File: config.mk
export PLATFORM = sky130hd
export DESIGN_NAME = smag_alu_arbiter
export DESIGN_NICKNAME = d
export VERILOG_FILES = /design/src/rtl/smag_alu_arbiter.sv
export SDC_FILE = /design/constraint.sdc
export NUM_CORES = 1
export LEC_CHECK = 0
export CAP_MARGIN = 25
export CORE_AREA = 3 3 162 164
export CTS_CLUSTER_DIAMETER = 80
export DETAILED_ROUTE_END_ITERATION = 12
export DIE_AREA = 0 0 165 167
export GPL_TIMING_DRIVEN = 0
export PLACE_DENSITY = 0.65
export SLEW_MARGIN = 30
export SYNTH_ARGS = -nofsm -noshare
export SYNTH_HDL_FRONTEND = slang
export SYNTH_SLANG_ARGS = --single-unit
File: constraint.sdc
create_clock -name clk -period 6.55 [get_ports clk]
set_input_delay 1.31 -clock clk [delete_from_list [all_inputs] [get_ports clk]]
set_output_delay 1.31 -clock clk [all_outputs]
set_load 0.1 [all_outputs]
File: src/rtl/smag_alu_arbiter.sv
// Round-robin arbiter that shares one sign-magnitude subtract datapath
// between NREQ requesters. Each accepted request takes IDLE -> EXEC -> RESP,
// and its result is held in RESP until the consumer takes it.
module smag_alu_arbiter #(
  parameter int N    = 32,
  parameter int NREQ = 4
) (
  input  logic                      clk,
  input  logic                      rst,
  input  logic [NREQ-1:0]           req_valid,
  output logic [NREQ-1:0]           req_ready,
  input  logic [NREQ-1:0]           req_op,
  input  logic [NREQ*N-1:0]         req_a,
  input  logic [NREQ*N-1:0]         req_b,
  output logic [N-1:0]              alu_a,
  output logic [N-1:0]              alu_b,
  input  logic [N-1:0]              alu_c,
  input  logic                      alu_zero,
  input  logic                      alu_neg,
  input  logic                      alu_cout,
  output logic                      rsp_valid,
  input  logic                      rsp_ready,
  output logic [$clog2(NREQ)-1:0]   rsp_id,
  output logic [N-1:0]              rsp_c,
  output logic [2:0]                rsp_flags,
  output logic [15:0]               op_count
);

  localparam int IDW = $clog2(NREQ);

  typedef enum logic [1:0] {IDLE, EXEC, RESP} state_t;

  state_t         state, state_nx;
  logic [IDW-1:0] rr_ptr;
  logic [15:0]    a_reg, b_reg;
  logic           op_reg;
  logic [IDW-1:0] id_reg;
  logic           gnt_any;
  logic [IDW-1:0] gnt_idx;
  logic           accept;

  // Requester index k positions after base, wrapping at NREQ.
  function automatic logic [IDW-1:0] rot_idx(input logic [IDW-1:0] base, input int k);
    int s;
    s = int'(base) + k;
    if (s >= NREQ) s = s - NREQ;
    return IDW'(s);
  endfunction

  // Operands are 16-bit sign-magnitude; the upper bits of each slice are ignored.
  logic unused_bits;
  assign unused_bits = &{1'b0, req_a, req_b};

  // Round-robin search: first valid requester at or after rr_ptr.
  always_comb begin
    // NOTE: every signal written here gets a default first, so no path leaves it unassigned and no latch is inferred.
    gnt_any = 1'b0;
    gnt_idx = '0;
    for (int k = 0; k < NREQ; k++) begin
      if (!gnt_any && req_valid[rot_idx(rr_ptr, k)]) begin
        gnt_any = 1'b1;
        gnt_idx = rot_idx(rr_ptr, k);
      end
    end
  end

  // One-hot ready only while idle and out of reset.
  always_comb begin
    req_ready = '0;
    if (state == IDLE && !rst && gnt_any) req_ready[gnt_idx] = 1'b1;
  end

  assign accept    = (state == IDLE) && gnt_any;
  assign rsp_valid = (state == RESP);

  // Next-state logic: EXEC always lasts one cycle, RESP waits for the consumer.
  always_comb begin
    state_nx = state;
    case (state)
      IDLE:    if (accept) state_nx = EXEC;
      EXEC:    state_nx = RESP;
      RESP:    if (rsp_ready) state_nx = IDLE;
      default: state_nx = IDLE;
    endcase
  end

  // State register.
  always_ff @(posedge clk or posedge rst) begin
    // NOTE: sequential state uses non-blocking assignments so every register samples pre-edge values.
    if (rst) state <= IDLE;
    else     state <= state_nx;
  end

  // Operand capture on accept; later req_* changes cannot disturb the operation.
  always_ff @(posedge clk or posedge rst) begin
    if (rst) begin
      a_reg  <= '0;
      b_reg  <= '0;
      op_reg <= 1'b0;
      id_reg <= '0;
      rr_ptr <= '0;
    end else if (accept) begin
      a_reg  <= req_a[int'(gnt_idx)*N +: 16];
      b_reg  <= req_b[int'(gnt_idx)*N +: 16];
      op_reg <= req_op[gnt_idx];
      id_reg <= gnt_idx;
      rr_ptr <= rot_idx(gnt_idx, 1);
    end
  end

  // Datapath operands; for add, b's sign is flipped so a+b becomes a-(-b).
  always_comb begin
    alu_a        = '0;
    alu_b        = '0;
    alu_a[15:0]  = a_reg;
    alu_b[15:0]  = {b_reg[15] ^ op_reg, b_reg[14:0]};
  end

  // Result capture in EXEC; held unchanged through RESP.
  always_ff @(posedge clk or posedge rst) begin
    if (rst) begin
      rsp_c     <= '0;
      rsp_flags <= '0;
      rsp_id    <= '0;
    end else if (state == EXEC) begin
      rsp_c     <= alu_c;
      rsp_flags <= {alu_cout, alu_neg, alu_zero};
      rsp_id    <= id_reg;
    end
  end

  // Completed-response counter, wraps naturally at 16 bits.
  always_ff @(posedge clk or posedge rst) begin
    if (rst)                              op_count <= '0;
    else if (state == RESP && rsp_ready)  op_count <= op_count + 16'd1;
  end

endmodule

==> impl_metrics.env <==
export IMPL_status="finished, final reports clean"
export IMPL_dieArea_um2=27600
export IMPL_met3_usage_pct=6.27
export IMPL_antenna_found_initial=0
export IMPL_syn_to_final_growth_pct=68.6
export IMPL_first_iter_violations=106
export IMPL_htree_levels=3
export IMPL_worst_slack_ps=991
export IMPL_synth_cell_type_count=44
export IMPL_synth_edf_count=0
export IMPL_initial_core_util_pct=20.4
export IMPL_synthCells=411
export IMPL_hold_buffers=0
export IMPL_synth_top_cell_by_area="dfrtp_1"
export IMPL_power_density_nw_per_um2=597
export IMPL_numCtsBuffers=9
export IMPL_layout_commonest_cell="clkdlybuf4s50_1"
export IMPL_synth_area_leaders="dfrtp_1 45%, mux2i_1 13%, o221ai_2 8.5%, mux2_2 8.4%, buf_4 6.9%"
export IMPL_avgSynthCellArea_um2=12.4
export IMPL_slew_headroom_pct=32.2
export IMPL_met2_usage_pct=19.1
export IMPL_dieWidth_um=165
export IMPL_ys_warnings_count=0
export IMPL_netlist_area_um2=5100
export IMPL_cts_sinks=92
export IMPL_drc=0
export IMPL_worstSetupStartpointType="input pin"
export IMPL_p_leak_nw=3.68
export IMPL_clock_latency_ps=350
export IMPL_io_buffers=263
export IMPL_hpwl_mm=13.2
export IMPL_fin_crit_ps=5560
export IMPL_ys_seq_elements=92
export IMPL_overflow=0
export IMPL_setup_viol=0
export IMPL_grt_start_max_net_pins=54
export IMPL_largest_reg_flops=32
export IMPL_clkSlewWorstSetupHoldPaths_ps=70
export IMPL_rsz0062_at_grt="false"
export IMPL_met1_usage_pct=14.7
export IMPL_nets=1020
export IMPL_rows=58
export IMPL_final_layout_size_suffix_gt1_share_pct=21.9
export IMPL_wl_per_cell_um=16.4
export IMPL_io_pins=424
export IMPL_worstHoldPathType="reg2reg"
export IMPL_clockBufferDepth=2
export IMPL_cts_tree="yes"
export IMPL_seq_area_frac_synth_pct=45.2
export IMPL_final_cell_mix="262 x clkdlybuf4s50_1, 92 x dfrtp_1, 67 x mux2i_1"
export IMPL_tns_ps=0
export IMPL_drt_antenna_violating_nets=0
export IMPL_top_register="rsp_c"
export IMPL_cap_viol_max_count=0
export IMPL_ir_worst_vdd_mv=0.410
export IMPL_slew_viol_final=0
export IMPL_grt_pass1_wl_mm=25.3
export IMPL_cp_end_kind="output port"
export IMPL_cts_resized=0
export IMPL_core_area_um2=25000
export IMPL_track_usage_pct=12.1
export IMPL_hold_viol=0
export IMPL_crit_required_ps=5240
export IMPL_dr_pass1_iters=4
export IMPL_dieHeight_um=167
export IMPL_vias_per_cell=4.00
export IMPL_ys_flop_type="dfrtp_1"
export IMPL_timing_fmax_mhz=180
export IMPL_synth_top_area_share_pct=45.2
export IMPL_detailedPlace_worstSlack_ps=929
export IMPL_post_cts_setup_buffers=0
export IMPL_cts_root_buf="clkbuf_16"
export IMPL_diodes=0
export IMPL_place_gp_congestion=0.714
export IMPL_crit_fanout=10
export IMPL_arrival_ps=4250
export IMPL_wirelength_mm=17.2
export IMPL_criticalPathCategory="in2out"
export IMPL_clock_skew_ps=7.54
export IMPL_worst_pin_slew_ps=1010
export IMPL_fin_crit_sh_pct=84.9
export IMPL_grt_pass1_vias=4360
export IMPL_grt_busiest_layer="met2"
export IMPL_vias=4212
export IMPL_async_reset_ff_share_pct=100
## per-stage QoR
stage / instances / area (µm²) / hold WS (ps) / utilization [%] / total power, mW
floorplan: 442 / 5220 / 443 / - / 3.75
CTS: 1052 / 8600 / 483 / 34.4 / 5.22
global route: 1052 / 8600 / 497 / 34.3 / 5.38
global placement: 1035 / 8260 / 463 / 33.0 / 4.60
finish: 1052 / 8600 / 483 / 34.3 / 5.13
detailed placement: 1036 / 8290 / 465 / 33.1 / 4.62
## worst max-delay path: stages
cell             delay [ps]
clkdlybuf4s50_1         550
nor4_1                   60
or3_1                   360
inv_2                   120
nand3_4                 170
buf_2                   290
nor3b_1                 200
clkdlybuf4s50_1        1160
## report_power, final
group | internal (mW) | switching (mW) | leakage [nW]
Combinational | 1.06 | 2.54 | 2.42
Sequential | 0.825 | 0.146 | 1.12
Clock | 0.310 | 0.251 | 0.149
Total | 2.19 | 2.94 | 3.68
## Yosys cell counts (2+ instances only)
| cell type | instances |
|---|---|
| o221ai_2 | 29 |
| buf_12 | 5 |
| nand4_1 | 3 |
| dfrtp_1 | 92 |
| buf_6 | 2 |
| nand3_1 | 7 |
| buf_2 | 7 |
| nor2b_1 | 3 |
| nor3_1 | 2 |
| nor4_1 | 2 |
| mux2i_1 | 67 |
| buf_4 | 47 |
| buf_8 | 5 |
| clkbuf_1 | 3 |
| o221ai_1 | 5 |
| xor2_1 | 3 |
| a21o_1 | 2 |
| mux2_2 | 38 |
| inv_1 | 5 |
| nand2_1 | 42 |
| xnor2_1 | 13 |
| nor2_1 | 7 |
## final timing paths
kind	startpoint	to	slack (ps)	depth (start not counted)
min in group asynchronous	rst	b_reg[3]$_DFFE_PP0P_	1510	2
max in group asynchronous	rst	rsp_c[26]$_DFFE_PP0N_	4420	3
setup reg to reg	rr_ptr[1]$_DFFE_PP0P_	a_reg[2]$_DFFE_PP0P_	4560	6
hold reg to reg	op_count[15]$_DFFE_PP0P_	op_count[15]$_DFFE_PP0P_	480	1
setup / recovery	req_valid[0]	req_ready[2]	990	8
hold / removal	op_count[15]$_DFFE_PP0P_	op_count[15]$_DFFE_PP0P_	480	1
## final cells by class
| type | instances | area, µm² |
|---|---|---|
| tap | 330 | 413 |
| sequential | 92 | 2300 |
| clock buffer | 10 | 239 |
| buffer | 70 | 601 |
| fill | 2514 | 16400 |
| clock inverter | 6 | 68.8 |
| timing repair buffer | 264 | 2660 |
| inverter | 6 | 27.5 |
| multi-input combinational | 274 | 2290 |
## logic make-up after synthesis
group | after synthesis | share of synthesized area (%)
compound gates | 43 | 10.7
xor+xnor | 16 | 2.75
fa+ha+maj | 1 | 0.245
buf+inv | 76 | 12.2
flops | 92 | 45.2
mux | 105 | 21.5
other cells | 1 | 0.0735
simple gates | 77 | 7.34
## metal layers
metal | vias to the layer above | wire length, µm | part of all wire [%]
met4 | 0 | 191 | 1.1
met3 | 12 | 2050 | 12
li1 | 2014 | - | -
met2 | 200 | 7810 | 45
met5 | - | 0 | 0
met1 | 1986 | 7160 | 42
No activity file was read; power rests on OpenSTA's default activity.
